`config.mk`:
```
export PLATFORM = sky130hd
export DESIGN_NAME = uart_rx_fifo
export DESIGN_NICKNAME = d
export VERILOG_FILES = /design/src/rtl/uart_pkg.sv /design/src/rtl/uart_sync_fifo_mem.sv /design/src/rtl/uart_rx_fifo.sv
export SDC_FILE = /design/constraint.sdc
export NUM_CORES = 1
export LEC_CHECK = 0
export ABC_AREA = 1
export BUFFER_PORTS_ARGS = -buffer_cell sky130_fd_sc_hd__buf_2
export CORE_ASPECT_RATIO = 1.2
export CORE_MARGIN = 1.5
export CORE_UTILIZATION = 56
export CTS_CLUSTER_DIAMETER = 120
export DETAILED_ROUTE_END_ITERATION = 10
export PLACE_DENSITY = 0.78
export SLEW_MARGIN = 20
export SYNTH_ARGS = -nofsm -noshare
export SYNTH_HDL_FRONTEND = slang
export SYNTH_HIERARCHICAL = 1
export SYNTH_SLANG_ARGS = --single-unit
```
`constraint.sdc`:
```
create_clock -name clk -period 4.7 [get_ports clk]
set_clock_uncertainty 0.1 [all_clocks]
set_input_delay 0.705 -clock clk [delete_from_list [all_inputs] [get_ports clk]]
set_output_delay 0.705 -clock clk [all_outputs]
set_load 0.1 [all_outputs]
```
`src/rtl/uart_pkg.sv`:
```
// uart_pkg: shared types and defaults for the UART receive path.
//   UART_DATA_W / RX_ENTRY_W : byte width and stored entry width (ferr + data)
//   rx_entry_t              : one FIFO entry, {ferr, data}
//   RX_FIFO_*               : default depth, threshold and character timeout
package uart_pkg;

    localparam int UART_DATA_W = 8;
    localparam int RX_ENTRY_W  = 9;

    localparam int RX_FIFO_DEPTH    = 16;
    localparam int RX_FIFO_THRESH   = 8;
    localparam int RX_TIMEOUT_TICKS = 64;

    typedef struct packed {
        logic                   ferr;
        logic [UART_DATA_W-1:0] data;
    } rx_entry_t;

endpackage

```
`src/rtl/uart_sync_fifo_mem.sv`:
```
// uart_sync_fifo_mem: DEPTH x RX_ENTRY_W storage for the receive FIFO.
// Ports:
//   clk, reset      : clock, async active-high reset (clears contents so the
//                     head reads as zero out of reset)
//   we, waddr, wdata: synchronous write port
//   raddr, rdata    : asynchronous read port
module uart_sync_fifo_mem
    import uart_pkg::*;
#(
    parameter int DEPTH = RX_FIFO_DEPTH,
    parameter int AW    = $clog2(DEPTH)
) (
    input  logic                  clk,
    input  logic                  reset,
    input  logic                  we,
    input  logic [AW-1:0]         waddr,
    input  logic [RX_ENTRY_W-1:0] wdata,
    input  logic [AW-1:0]         raddr,
    output logic [RX_ENTRY_W-1:0] rdata
);

    logic [RX_ENTRY_W-1:0] mem [DEPTH];

    always_ff @(posedge clk or posedge reset) begin
        if (reset) begin
            for (int i = 0; i < DEPTH; i++) begin
                mem[i] <= '0;
            end
        end else if (we) begin
            mem[waddr] <= wdata;
        end
    end

    assign rdata = mem[raddr];

endmodule

```
`src/rtl/uart_rx_fifo.sv`:
```
// uart_rx_fifo: receive byte buffer between the UART receiver and the APB
// register block. Captures {~stop_bit, data} on each rising edge of rx_done
// into a DEPTH-entry circular FIFO, drained by single-cycle pop strobes.
// Ports:
//   clk, reset                    : clock, async active-high reset
//   rx_done, rx_stop_bit, rx_data : receiver handshake and byte
//   i_clk_rx                      : rx baud tick (character timeout only)
//   pop, flush, ovr_clr           : register-block controls
//   rd_data, rd_ferr              : head entry (first-word fall-through)
//   empty, full, count            : fill status (registered)
//   overrun                       : sticky dropped-byte flag
//   thr_irq, timeout_irq          : interrupt conditions
// Build option: define RX_TIMEOUT_EN to build the character-timeout counter;
// otherwise timeout_irq is tied low and i_clk_rx is ignored.
module uart_rx_fifo
    import uart_pkg::*;
#(
    parameter int DEPTH         = RX_FIFO_DEPTH,
    parameter int AW            = $clog2(DEPTH),
    parameter int THRESH        = RX_FIFO_THRESH,
    parameter int TIMEOUT_TICKS = RX_TIMEOUT_TICKS
) (
    input  logic                   clk,
    input  logic                   reset,
    input  logic                   rx_done,
    input  logic                   rx_stop_bit,
    input  logic [UART_DATA_W-1:0] rx_data,
    input  logic                   i_clk_rx,
    input  logic                   pop,
    input  logic                   flush,
    input  logic                   ovr_clr,
    output logic [UART_DATA_W-1:0] rd_data,
    output logic                   rd_ferr,
    output logic                   empty,
    output logic                   full,
    output logic [AW:0]            count,
    output logic                   overrun,
    output logic                   thr_irq,
    output logic                   timeout_irq
);

    localparam logic [AW:0] CNT_ONE    = (AW+1)'(1);
    localparam logic [AW:0] CNT_DEPTH  = (AW+1)'(DEPTH);
    localparam logic [AW:0] CNT_THRESH = (AW+1)'(THRESH);

    logic          rx_done_q;
    logic [AW-1:0] wr_ptr;
    logic [AW-1:0] rd_ptr;
    logic [AW:0]   count_nxt;
    logic          push_edge;
    logic          do_push;
    logic          do_pop;
    logic          drop;
    logic          mem_we;
    rx_entry_t     wr_entry;
    rx_entry_t     head;

    assign push_edge = rx_done & ~rx_done_q;
    assign do_pop    = pop & ~empty;
    // A full FIFO still accepts a byte when a pop frees a slot in the same cycle.
    assign do_push   = push_edge & (~full | do_pop);
    assign drop      = push_edge & full & ~do_pop;
    assign mem_we    = do_push & ~flush;

    assign wr_entry.ferr = ~rx_stop_bit;
    assign wr_entry.data = rx_data;

    always_comb begin
        count_nxt = count;
        if (flush) begin
            count_nxt = '0;
        end else begin
            case ({do_push, do_pop})
                2'b10:   count_nxt = count + CNT_ONE;
                2'b01:   count_nxt = count - CNT_ONE;
                default: count_nxt = count;
            endcase
        end
    end

    always_ff @(posedge clk or posedge reset) begin
        if (reset) begin
            rx_done_q <= 1'b0;
            wr_ptr    <= '0;
            rd_ptr    <= '0;
            count     <= '0;
            empty     <= 1'b1;
            full      <= 1'b0;
            thr_irq   <= 1'b0;
            overrun   <= 1'b0;
        end else begin
            rx_done_q <= rx_done;
            count     <= count_nxt;
            empty     <= (count_nxt == '0);
            full      <= (count_nxt == CNT_DEPTH);
            thr_irq   <= (count_nxt >= CNT_THRESH);
            if (flush) begin
                wr_ptr  <= '0;
                rd_ptr  <= '0;
                overrun <= 1'b0;
            end else begin
                if (do_push) wr_ptr <= wr_ptr + 1'b1;
                if (do_pop)  rd_ptr <= rd_ptr + 1'b1;
                // A new drop outranks a clear in the same cycle.
                if (drop)         overrun <= 1'b1;
                else if (ovr_clr) overrun <= 1'b0;
            end
        end
    end

    uart_sync_fifo_mem #(
        .DEPTH (DEPTH),
        .AW    (AW)
    ) u_mem (
        .clk   (clk),
        .reset (reset),
        .we    (mem_we),
        .waddr (wr_ptr),
        .wdata (wr_entry),
        .raddr (rd_ptr),
        .rdata (head)
    );

    assign rd_data = head.data;
    assign rd_ferr = head.ferr;

`ifdef RX_TIMEOUT_EN
    localparam int             TW     = $clog2(TIMEOUT_TICKS + 1);
    localparam logic [TW-1:0]  TO_MAX = TW'(TIMEOUT_TICKS);

    logic [TW-1:0] idle_cnt;
    logic [TW-1:0] idle_nxt;
    logic          timeout_q;

    // Idle time only accumulates while data sits untouched in the FIFO.
    always_comb begin
        idle_nxt = idle_cnt;
        if (flush | push_edge | do_pop | empty) begin
            idle_nxt = '0;
        end else if (i_clk_rx && (idle_cnt != TO_MAX)) begin
            idle_nxt = idle_cnt + TW'(1);
        end
    end

    always_ff @(posedge clk or posedge reset) begin
        if (reset) begin
            idle_cnt  <= '0;
            timeout_q <= 1'b0;
        end else begin
            idle_cnt <= idle_nxt;
            if (flush | do_pop)          timeout_q <= 1'b0;
            else if (idle_nxt == TO_MAX) timeout_q <= 1'b1;
        end
    end

    assign timeout_irq = timeout_q;
`else
    logic unused_timeout_cfg;
    assign unused_timeout_cfg = i_clk_rx | (TIMEOUT_TICKS < 1);
    assign timeout_irq = 1'b0;
`endif

endmodule
```
== Word-level counts from Yosys, hierarchy flattened ==
Cells that the tools add are included.
Storage, ports and cells
  register bits after elaboration: 162
  output and inout port bits: 19
Cells by class
  $add $sub $neg: 4
  eq/ne operators: 3
  $lt $le $gt $ge: 4
  reductions and logical operators: 5
  bitwise operators: 15
  muxes and demuxes: 15
Operators by type and width (count)
  $bwmux W144: 1
  $bmux W9 S4: 1
  $demux W9 S4: 1
  $mux W9: 3
  $mux W4: 4
  $ge A5 B5 Y1 const B: 2
  $not A4 Y5: 2
  $pmux W5 S2: 1
  $add A4 B1 Y4 const B: 2
  $and A1 B1 Y1: 6
  $not A1 Y1: 6
  $add A5 B1 Y5 const B: 1
  $eq A5 B5 Y1 const B: 1
  $ge A5 B4 Y1 const B: 1
  $logic_not A5 Y1: 1
  $lt A5 B1 Y1 const B: 1
  $mux W5: 1
  $sub A5 B1 Y5 const B: 1
  $reduce_bool A2 Y1: 2
  $mux W1: 3
  $reduce_bool A3 Y1: 1
  $eq A2 B1 Y1 const B: 1
  $eq A2 B2 Y1 const B: 1
  $logic_and A1 B1 Y1: 1
  $or A1 B1 Y1: 1

== Depth between registers and ports, before layout ==
Gate-level depths: netlist of run 1.
  word-level depth: 8
  gate-level depth with buffers: 20
  gate-level depth less buffers: 20

== Modules after synthesis ==
Netlist of run 1, hierarchy kept.
By module, submodules not included
  uart_sync_fifo_mem: cells each 937, area each 7061.8 um^2, seq. area each 3603.5 um^2, times used 1
  uart_rx_fifo: cells each 131, area each 1031.0 um^2, seq. area each 451.7 um^2, times used 1

== Least setup slack after synthesis of run 1 ==
OpenSTA, ideal clock, no wires.
  kind: reg-to-reg
  start: register empty
  end: register empty
  clock period less this slack: 2765 ps
  slack: 1935 ps
  library setup time: 67 ps
  stages on the path, launching flop included: 15
  data required time: 4533 ps
  arrival time: 2598 ps
  cells stage by stage: dfstp_2 nor2_2 inv_2 nand2_1 nand2_2 ha_1 nand2_1 inv_2 nor2_4 ha_1 o21ai_0 o21ai_1 a21oi_2 nand2_1 nor2_1
On the way
  longest elaborated chain between the ends: 8
Ends and longest elaborated chain
  start: declaration: line uart_rx_fifo.sv:34  | output logic empty,
  start signal: assignment: line uart_rx_fifo.sv:94  | empty <= (count_nxt == '0);
  $not A1 Y1 (*): line uart_rx_fifo.sv:59  | assign do_pop = pop & ~empty;
  $and A1 B1 Y1 (*): line uart_rx_fifo.sv:59
  $or A1 B1 Y1: line uart_rx_fifo.sv:61  | assign do_push = push_edge & (~full | do_pop);
  $and A1 B1 Y1: line uart_rx_fifo.sv:61
  $eq A2 B1 Y1 or $eq A2 B2 Y1 (tied branches): line uart_rx_fifo.sv:73  | case ({do_push, do_pop})
  $pmux W5 S2 (*): line uart_rx_fifo.sv:73
  $mux W5 (*): line uart_rx_fifo.sv:70  | if (flush) begin
  $logic_not A5 Y1 (*): line uart_rx_fifo.sv:94
Mark *: on every way between the ends. The rest lies on a longest branch, timed or not.
A chain may end at the register's enable or synchronous reset.

== Final worst setup path of run 1 ==
  start: register rd_ptr[0]
  end: output rd_data[5]
On the way
  longest elaborated chain between the ends: 4
Ends and longest elaborated chain
  start: declaration: line uart_rx_fifo.sv:48  | logic [AW-1:0] rd_ptr;
  start signal: assignment: line uart_rx_fifo.sv:103  | if (do_pop) rd_ptr <= rd_ptr + 1'b1;
  $not A4 Y5 (implied by the code): line uart_sync_fifo_mem.sv:34  | assign rdata = mem[raddr];
  $bmux W9 S4: line uart_sync_fifo_mem.sv:34
  $mux W9 (implied by the code) (2 in series): line uart_sync_fifo_mem.sv:34
  end: declaration: line uart_rx_fifo.sv:32  | output logic [UART_DATA_W-1:0] rd_data,
Every way passes these cells. The select of a mux whose other input is x is not followed.

==> flow_summary.json, run 1 <==
{
  "final_cell_area_um2": 8910,
  "r2r_slack_ns": 2.01,
  "hold_ws_ns": 0.306,
  "drtPass1Iterations": 5,
  "numPortBuffers": 32,
  "fin_crit_sh": 0.733,
  "clock_sinks": 162,
  "grt_overflow": 0,
  "synth_fa_ha_area_frac": 0.00773,
  "r2r_end": "u_mem/mem[43]",
  "synth_common_cells": "335 x nand2_1, 161 x dfrtp_1, 153 x inv_1, 153 x o21ai_0, 121 x nand3_1",
  "layout.nets": 1094,
  "slew_violations": 0,
  "outcome": "finished, final reports clean",
  "whs_path_depth": 1,
  "finalNonFillerCells": 1257,
  "wl_per_cell_um": 14.9,
  "powerDensity_nw_per_um2": 473,
  "worstReg2RegStart": "empty",
  "antenna_cells": 0,
  "post_drt_via_cell_ratio": 5.43,
  "grt_pass1_vias": 6371,
  "startpoint": "rd_ptr[0]",
  "clock_latency_ns": 0.42,
  "initial_core_util": 0.581,
  "core_area_um2": 13900,
  "min_from": "rx_done",
  "drv_cap": 0,
  "postPlaceCellArea_um2": 8270,
  "yosys_warnings": 6,
  "grt_pass1_wl_um": 30700,
  "wl_met1_um": 7780,
  "path_cells": "inv_2 > buf_4 > nand2_1 > nand3_1 > nand3_1 > nand3_1 > nand2_1 > buf_2",
  "min_to": "rx_done_q",
  "ys_dominant_reg_cell": "dfrtp_1",
  "hold_path.class": "in -> reg",
  "num_rows": 47,
  "fin_crit_ns": 3.44,
  "synthSimpleGateAreaFrac": 0.278,
  "gp_congestion": 0.812,
  "cts_buffers": 17,
  "synth_area_leaders": "dfrtp_1 50%, nand2_1 16%, o21ai_0 9.5%, nand3_1 7.5%, inv_1 7.1%",
  "clkTransAtPathRegs_ns": 0.06,
  "grt_max_degree": 119,
  "die_w_um": 113,
  "critPathCaptureType": "primary output",
  "yosysUniqueCellTypes": 31,
  "crit_arrival_ns": 2.64,
  "areaGrowthSynthToFinish_pct": 10.1,
  "finalSetupViolations": 0,
  "drive_above_1_share": 0.110,
  "synth_top_area_cell": "dfrtp_1",
  "synth_top_family_by_area": "simple AND/OR/NAND/NOR gates",
  "vias": 6831,
  "cts_tree": "yes",
  "antenna_found_initial": 0,
  "cts-resized-gates": 0,
  "drtIter0Drc": 639,
  "routed_wirelength_um": 18700,
  "rsz0062_at_grt": "false",
  "fmax_mhz": 290,
  "synth_top_area_frac": 0.498,
  "ant_nets": 0,
  "crit_slowest_cell": "inv_2",
  "io_pins": 35,
  "async_reset_ff_frac": 1.00,
  "vdd_ir_drop_max_mv": 0.500,
  "synth.ff_latch_count": 162,
  "route.detailed.drc": 0,
  "ctsHoldBuffers": 0,
  "cpPeakStageDelay_ns": 0.62,
  "top_layer": "met4",
  "worstPathRequired_ns": 3.89,
  "synth_most_common_cell": "nand2_1",
  "synth_nets": 1089,
  "post-place-cells": 1225,
  "synth_compound_area_frac": 0.104,
  "muxShareOfSynthArea": 0,
  "die_area_um2": 15200,
  "wl_met3_um": 1360,
  "worst_slew_margin_rel": 0.402,
  "cp_top_family": "buffers and inverters",
  "path_buf_inv": 3,
  "p_leak_uw": 0.00436,
  "cts-htree-levels": 4,
  "clk_path_buf_depth": 2,
  "cts_root_buffer": "clkbuf_16",
  "syn_avg_cell_area_um2": 7.58,
  "cts_setup_buffers": 0,
  "wl_met2_um": 9300,
  "grt_usage": 0.257,
  "tns_ns": 0,
  "synth_cells": 1068,
  "ys_seq_area_frac": 0.501,
  "die_h_um": 135,
  "hold_violations": 0,
  "synth_edf_count": 0,
  "synth-xor-area-share": 0.00216,
  "reg2reg_depth": 8,
  "critPathKind": "reg -> out",
  "start_kind": "register",
  "hpwlAfterDp_um": 11800,
  "path_common_cell": "nand3_1",
  "worst_slew_pin_slew_ns": 0.897,
  "syn_area_um2": 8090,
  "crit_fanout": 44
}
power breakdown:
part / internal [uW] / switching [uW] / leakage [uW] / total (uW)
Clock: 878 / 550 / 0.000298 / 1430
Combinational: 272 / 961 / 0.00217 / 1230
Sequential: 1490 / 60.9 / 0.00189 / 1550
cell families after synthesis:
| kind of cell | count (synthesis) |
|---|---|
| buf+inv | 216 |
| other cells | 1 |
| xor+xnor | 2 |
| simple gates | 516 |
| compound gates | 166 |
| fa+ha+maj | 5 |
| flops | 162 |
cell usage in the layout, fill, tap and decap left out, types with 5 or more instances in the layout:
master     synthesis  routed
nand2_1          335     335
dfrtp_1          161     160
o21ai_0          153     153
inv_1            153     152
nand3_1          121     121
buf_2              7      32
nor2_1            21      21
clkbuf_16          0      17
nand2_2            9       9
nand3_2            9       9
buf_4              5       8
nor2_2             6       6
inv_2              6       6
or2_2              6       6
a21oi_1            5       5
o21ai_1            5       5
ha_1               5       5
registers in the layout (all words and copies together), names as in the netlist:
name,count
count,5
overrun,1
full,1
wr_ptr,4
rx_done_q,1
empty,1
thr_irq,1
u_mem/mem,144
rd_ptr,4
how the worst max path moves through the flow:
stage,to,depth (start not counted)
2_1_floorplan,u_mem/mem[0],1
3_3_place_gp,u_mem/mem[58],10
3_5_place_dp,u_mem/mem[57],10
4_1_cts,rd_data[2],8
5_1_grt,rd_data[5],8
6_report,rd_data[5],8
per-layer routing:
metal | global-route usage | up-vias
met5 | 0 | -
met4 | 0.0963 | 0
met3 | 0.0480 | 23
met2 | 0.431 | 263
met1 | 0.333 | 3207
li1 | - | 3338
final cells by class:
class                      count  area, um^2
sequential                   162        4060
tap                          171         214
multi-input combinational    690        3180
fill                        1187        5030
timing repair buffer          40         220
clock buffer                  20         467
inverter                     162         616
clock inverter                12         154
stage by stage:
step,setup slack (ns),util,total power [uW]
2_1_floorplan,0.0287,-,2560
3_3_place_gp,1.45,0.594,2770
3_5_place_dp,1.36,0.594,2790
4_1_cts,1.29,0.638,4230
5_1_grt,1.14,0.639,4390
6_report,1.26,0.639,4210
No activity file was read; power rests on OpenSTA's default activity.
==> run 2: changes to the inputs <==
--- a/config.mk
+++ b/config.mk
@@ -9,10 +9,10 @@
 export BUFFER_PORTS_ARGS = -buffer_cell sky130_fd_sc_hd__buf_2
 export CORE_ASPECT_RATIO = 1.2
 export CORE_MARGIN = 1.5
-export CORE_UTILIZATION = 56
+export CORE_UTILIZATION = 62
 export CTS_CLUSTER_DIAMETER = 120
 export DETAILED_ROUTE_END_ITERATION = 10
-export PLACE_DENSITY = 0.78
+export PLACE_DENSITY = 0.82
 export SLEW_MARGIN = 20
 export SYNTH_ARGS = -nofsm -noshare
 export SYNTH_HDL_FRONTEND = slang
==> constraint.sdc (replaced) <==
create_clock -name clk -period 3.44 [get_ports clk]
set_clock_uncertainty 0.1 [all_clocks]
set_input_delay 0.516 -clock clk [delete_from_list [all_inputs] [get_ports clk]]
set_output_delay 0.516 -clock clk [all_outputs]
set_load 0.1 [all_outputs]
==> run 2 against run 1 <==
Against the previous run: worst setup slack worse by 0.94 ns; register-to-register slack got worse by 1.2 ns; total power grew 38%; sequential cell count stayed put; worst hold slack worse by 0.20 ns; global-route usage up 4.4 points; critical path type unchanged; largest cell class unchanged.
==> flow_summary.json, run 2 (synthesis results as in run 1) <==
{
  "areaGrowthSynthToFinish_pct": 11.4,
  "die_w_um": 107,
  "ant_nets": 0,
  "gp_congestion": 0.837,
  "cpPeakStageDelay_ns": 0.58,
  "antenna_cells": 0,
  "grt_max_degree": 86,
  "crit_fanout": 21,
  "top_register": "u_mem/mem",
  "clkTransAtPathRegs_ns": 0.06,
  "grt_overflow": 0,
  "post-place-cells": 1225,
  "multi_input_comb_area_um2": 3170,
  "wl_per_cell_um": 15.2,
  "fin_crit_sh": 0.907,
  "grt_usage": 0.300,
  "finalNonFillerCells": 1258,
  "io_pins": 35,
  "vdd_ir_drop_max_mv": 0.570,
  "clock_sinks": 162,
  "route.detailed.drc": 0,
  "fill_cells": 976,
  "cts_setup_buffers": 0,
  "outcome": "finished, final reports clean",
  "num_rows": 45,
  "worst_slew_margin_rel": 0.510,
  "critPathCaptureType": "primary output",
  "crit_arrival_ns": 2.51,
  "p_leak_uw": 0.00442,
  "hpwlAfterDp_um": 12200,
  "tns_ns": 0,
  "routed_wirelength_um": 19100,
  "clock_latency_ns": 0.43,
  "die_area_um2": 13800,
  "core_area_um2": 12700,
  "fmax_mhz": 320,
  "path_cells": "clkinv_1 > buf_4 > nand3_1 > nand3_1 > nand3_1 > nand2_1 > buf_2",
  "hold_path.class": "in -> reg",
  "largest_reg_flops": 144,
  "cts-htree-levels": 4,
  "drtIter0Drc": 636,
  "antenna_found_initial": 0,
  "layout_common_cells": "335 x nand2_1, 160 x dfrtp_1, 153 x o21ai_0",
  "critPathKind": "reg -> out",
  "finalSetupViolations": 0,
  "drive_above_1_share": 0.114,
  "post_drt_via_cell_ratio": 5.41,
  "slew_violations": 0,
  "numPortBuffers": 32,
  "grt_pass1_vias": 6577,
  "cts_buffers": 17,
  "cts_root_buffer": "clkbuf_16",
  "fin_crit_ns": 3.12,
  "grt_pass1_wl_um": 31700,
  "seq_area_um2": 4060,
  "path_common_cell": "nand3_1",
  "start_kind": "register",
  "crit_slowest_cell": "clkinv_1",
  "power.total_uw": 5820,
  "layout_commonest_cell": "nand2_1",
  "worstPathRequired_ns": 2.82,
  "top_regs": "u_mem/mem: 144 flops, count: 5 flops",
  "hold_violations": 0,
  "rsz0062_at_grt": "false",
  "die_h_um": 128,
  "worst_slew_pin_slew_ns": 0.734,
  "vias": 6807,
  "cts_tree": "yes",
  "initial_core_util": 0.639,
  "powerDensity_nw_per_um2": 645,
  "drtPass1Iterations": 5,
  "clk_path_buf_depth": 2,
  "drv_cap": 0,
  "layout.nets": 1103
}
[run 2: what timing repair did]
| item | in CTS | in global routing |
|---|---|---|
| resized for setup | 0 | 0 |
| endpoints found under the hold margin | 0 | 9 |
| hold buffers | 0 | 1 |
[run 2: critical path: cells and delay by family (launching register included)]
kind,cells,cell delay (ns)
buf+inv,3,1.34
simple gates,4,0.38
flops,1,0.35
[run 2: cell type report]
class                           count  area share
Multi-Input combinational cell    690       0.352
Clock inverter                     11      0.0178
Sequential cell                   162       0.450
Inverter                          162      0.0679
Clock buffer                       20      0.0507
Timing Repair Buffer               49      0.0392
Tap cell                          164      0.0228
[run 2: where the power goes]
| part | total [uW] | switching [uW] | internal, uW | leakage (uW) |
|---|---|---|---|---|
| Combinational | 1720 | 1330 | 396 | 0.00223 |
| Sequential | 2120 | 81.5 | 2040 | 0.00189 |
| Clock | 1980 | 734 | 1240 | 0.000301 |
[run 2: stage by stage]
| step | setup slack (ns) | hold slack (ns) | utilization | cell area [um^2] |
|---|---|---|---|---|
| after CTS | 0.335 | 0.0964 | 0.709 | 8980 |
| after floorplan | 0.675 | 0.345 | - | 8100 |
| final | 0.319 | 0.109 | 0.711 | 9010 |
| after detailed placement | 0.641 | 0.365 | 0.660 | 8370 |
| after global placement | 0.703 | 0.358 | 0.660 | 8370 |
| after global routing | 0.143 | 0.0983 | 0.711 | 9010 |
[run 2: worst paths after layout]
check	cells past startpoint	startpoint	slack [ns]	to
hold / removal	1	rx_done	0.11	rx_done_q
setup reg to reg	15	empty	0.86	full
min in group asynchronous	3	reset	0.51	u_mem/mem[123]
max in group asynchronous	5	reset	1.98	u_mem/mem[60]
setup / recovery	7	rd_ptr[1]	0.32	rd_ferr
hold reg to reg	2	u_mem/mem[30]	0.38	u_mem/mem[30]
[run 2: layer usage]
metal | GRT usage | vias up | wire length, um
met3 | 0.0590 | 34 | 1010
met4 | 0.118 | 0 | 378
met2 | 0.507 | 213 | 9420
met1 | 0.381 | 3200 | 8290
met5 | 0 | - | 0
li1 | - | 3360 | -
==> run 3: changes to the inputs <==
--- a/config.mk
+++ b/config.mk
@@ -7,9 +7,11 @@
 export LEC_CHECK = 0
 export ABC_AREA = 1
 export BUFFER_PORTS_ARGS = -buffer_cell sky130_fd_sc_hd__buf_2
+export CELL_PAD_IN_SITES_DETAIL_PLACEMENT = 0
+export CELL_PAD_IN_SITES_GLOBAL_PLACEMENT = 1
 export CORE_ASPECT_RATIO = 1.2
 export CORE_MARGIN = 1.5
-export CORE_UTILIZATION = 62
+export CORE_UTILIZATION = 46
 export CTS_CLUSTER_DIAMETER = 120
 export DETAILED_ROUTE_END_ITERATION = 10
 export PLACE_DENSITY = 0.82
==> run 3 against run 2 <==
Against the previous run: clock power shrank 6%; cell count grew 4.1%; count of clock-buffer cells in the layout is the same; global-route usage shrank 6.6 points; critical path type unchanged; largest power group unchanged.
==> flow_summary.json, run 3 (synthesis results as in run 1) <==
{
  "routed_wirelength_um": 19900,
  "numPortBuffers": 32,
  "path_cells": "inv_2 > buf_12 > nand2_1 > nand3_1 > nand3_1 > nand3_1 > nand2_1 > buf_2",
  "rsz0062_at_grt": "false",
  "hpwlAfterDp_um": 13100,
  "layout.nets": 1104,
  "final_cell_area_um2": 9030,
  "drive_above_1_share": 0.116,
  "cts_buffers": 17,
  "die_area_um2": 18400,
  "layout_common_cells": "335 x nand2_1, 160 x dfrtp_1, 153 x o21ai_0",
  "antenna_cells": 0,
  "grt_pass1_vias": 6235,
  "wl_per_cell_um": 15.2,
  "place_ws_ns": 0.630,
  "vias": 6553,
  "grt_overflow": 0,
  "antenna_found_initial": 0,
  "cts-htree-levels": 4,
  "p_leak_uw": 0.00440,
  "tns_ns": 0,
  "hold_path.class": "in -> async",
  "slew_violations": 0,
  "clk_path_buf_depth": 2,
  "critPathCaptureType": "primary output",
  "clock_latency_ns": 0.42,
  "gp_congestion": 0.780,
  "drtIter0Drc": 380,
  "num_rows": 52,
  "die_h_um": 148,
  "worstPathRequired_ns": 2.82,
  "layout_commonest_cell": "nand2_1",
  "cts-resized-gates": 0,
  "fin_ws_ns": 0.385,
  "power.total_uw": 5690,
  "clkTransAtPathRegs_ns": 0.06,
  "cts_setup_buffers": 0,
  "drv_cap": 0,
  "ant_nets": 0,
  "grt_usage": 0.234,
  "grt_max_degree": 86,
  "drtPass1Iterations": 5,
  "crit_arrival_ns": 2.44,
  "postPlaceCellArea_um2": 8450,
  "crit_fanout": 32,
  "powerDensity_nw_per_um2": 631,
  "fin_crit_ns": 3.06,
  "top_regs": "u_mem/mem: 144 flops, count: 5 flops",
  "clock_sinks": 162,
  "finalSetupViolations": 0,
  "path_common_cell": "nand3_1",
  "die_w_um": 124,
  "hold_violations": 0,
  "largest_reg_flops": 144,
  "grt_pass1_wl_um": 32600,
  "worst_slew_pin_slew_ns": 0.718,
  "post_drt_via_cell_ratio": 5.00,
  "top_register": "u_mem/mem",
  "areaGrowthSynthToFinish_pct": 11.6,
  "worst_slew_margin_rel": 0.521,
  "initial_core_util": 0.475,
  "route.detailed.drc": 0,
  "ctsHoldBuffers": 0,
  "fin_crit_sh": 0.888,
  "critPathKind": "reg -> out",
  "crit_slowest_cell": "inv_2",
  "vdd_ir_drop_max_mv": 0.514,
  "start_kind": "register",
  "core_area_um2": 17000,
  "path_buf_inv": 3,
  "io_pins": 35,
  "finish.utilization": 0.530,
  "cpPeakStageDelay_ns": 0.49,
  "fmax_mhz": 327,
  "cp_top_family": "buffers and inverters",
  "cts_root_buffer": "clkbuf_16",
  "outcome": "finished, final reports clean",
  "cts_tree": "yes"
}
-- run 3: cell types whose count changed in the layout (fill, tap and decap cells not counted), sizes merged --
| cell | delta |
|---|---|
| clkinv | -1 |
| bufinv | -2 |
| dlygate4sd3 | -1 |
| clkinvlp | +2 |
| buf | +2 |
-- run 3: power by group --
part	internal, uW	switching, uW	leakage (uW)	total, uW
registers	2040	80.6	0.00189	2120
logic	397	1320	0.00223	1710
clock network	1110	749	0.000276	1860
total	3550	2150	0.00440	5690
-- run 3: final cells by class --
cell class / instances / area (um^2)
sequential: 162 / 4060
timing repair buffer: 50 / 345
multi-input combinational: 690 / 3170
fill: 1747 / 8020
clock buffer: 20 / 467
clock inverter: 10 / 110
inverter: 162 / 612
tap: 216 / 270
-- run 3: final timing paths --
kind | startpoint | end | slack, ns | depth (start not counted)
hold / removal | reset | u_mem/mem[120] | 0.1 | 2
hold reg to reg | u_mem/mem[34] | u_mem/mem[34] | 0.37 | 2
max in group asynchronous | reset | u_mem/mem[76] | 2.33 | 3
setup reg to reg | empty | full | 0.90 | 13
setup / recovery | rd_ptr[0] | rd_data[6] | 0.38 | 8
min in group clk | rx_done | rx_done_q | 0.11 | 1
-- run 3: per-layer routing --
layer	vias to the layer above	part of all wire	track usage
met3	24	0.032	0.0426
met4	0	0.015	0.0750
li1	3357	-	-
met1	3087	0.46	0.307
met2	85	0.49	0.391
met5	-	0	0
-- run 3: metrics by stage --
step,hold WS (ns),instances
2_1_floorplan,0.345,1068
3_5_place_dp,0.365,1280
6_report,0.0976,1310
4_1_cts,0.0923,1310
5_1_grt,0.0958,1310
3_3_place_gp,0.358,1280
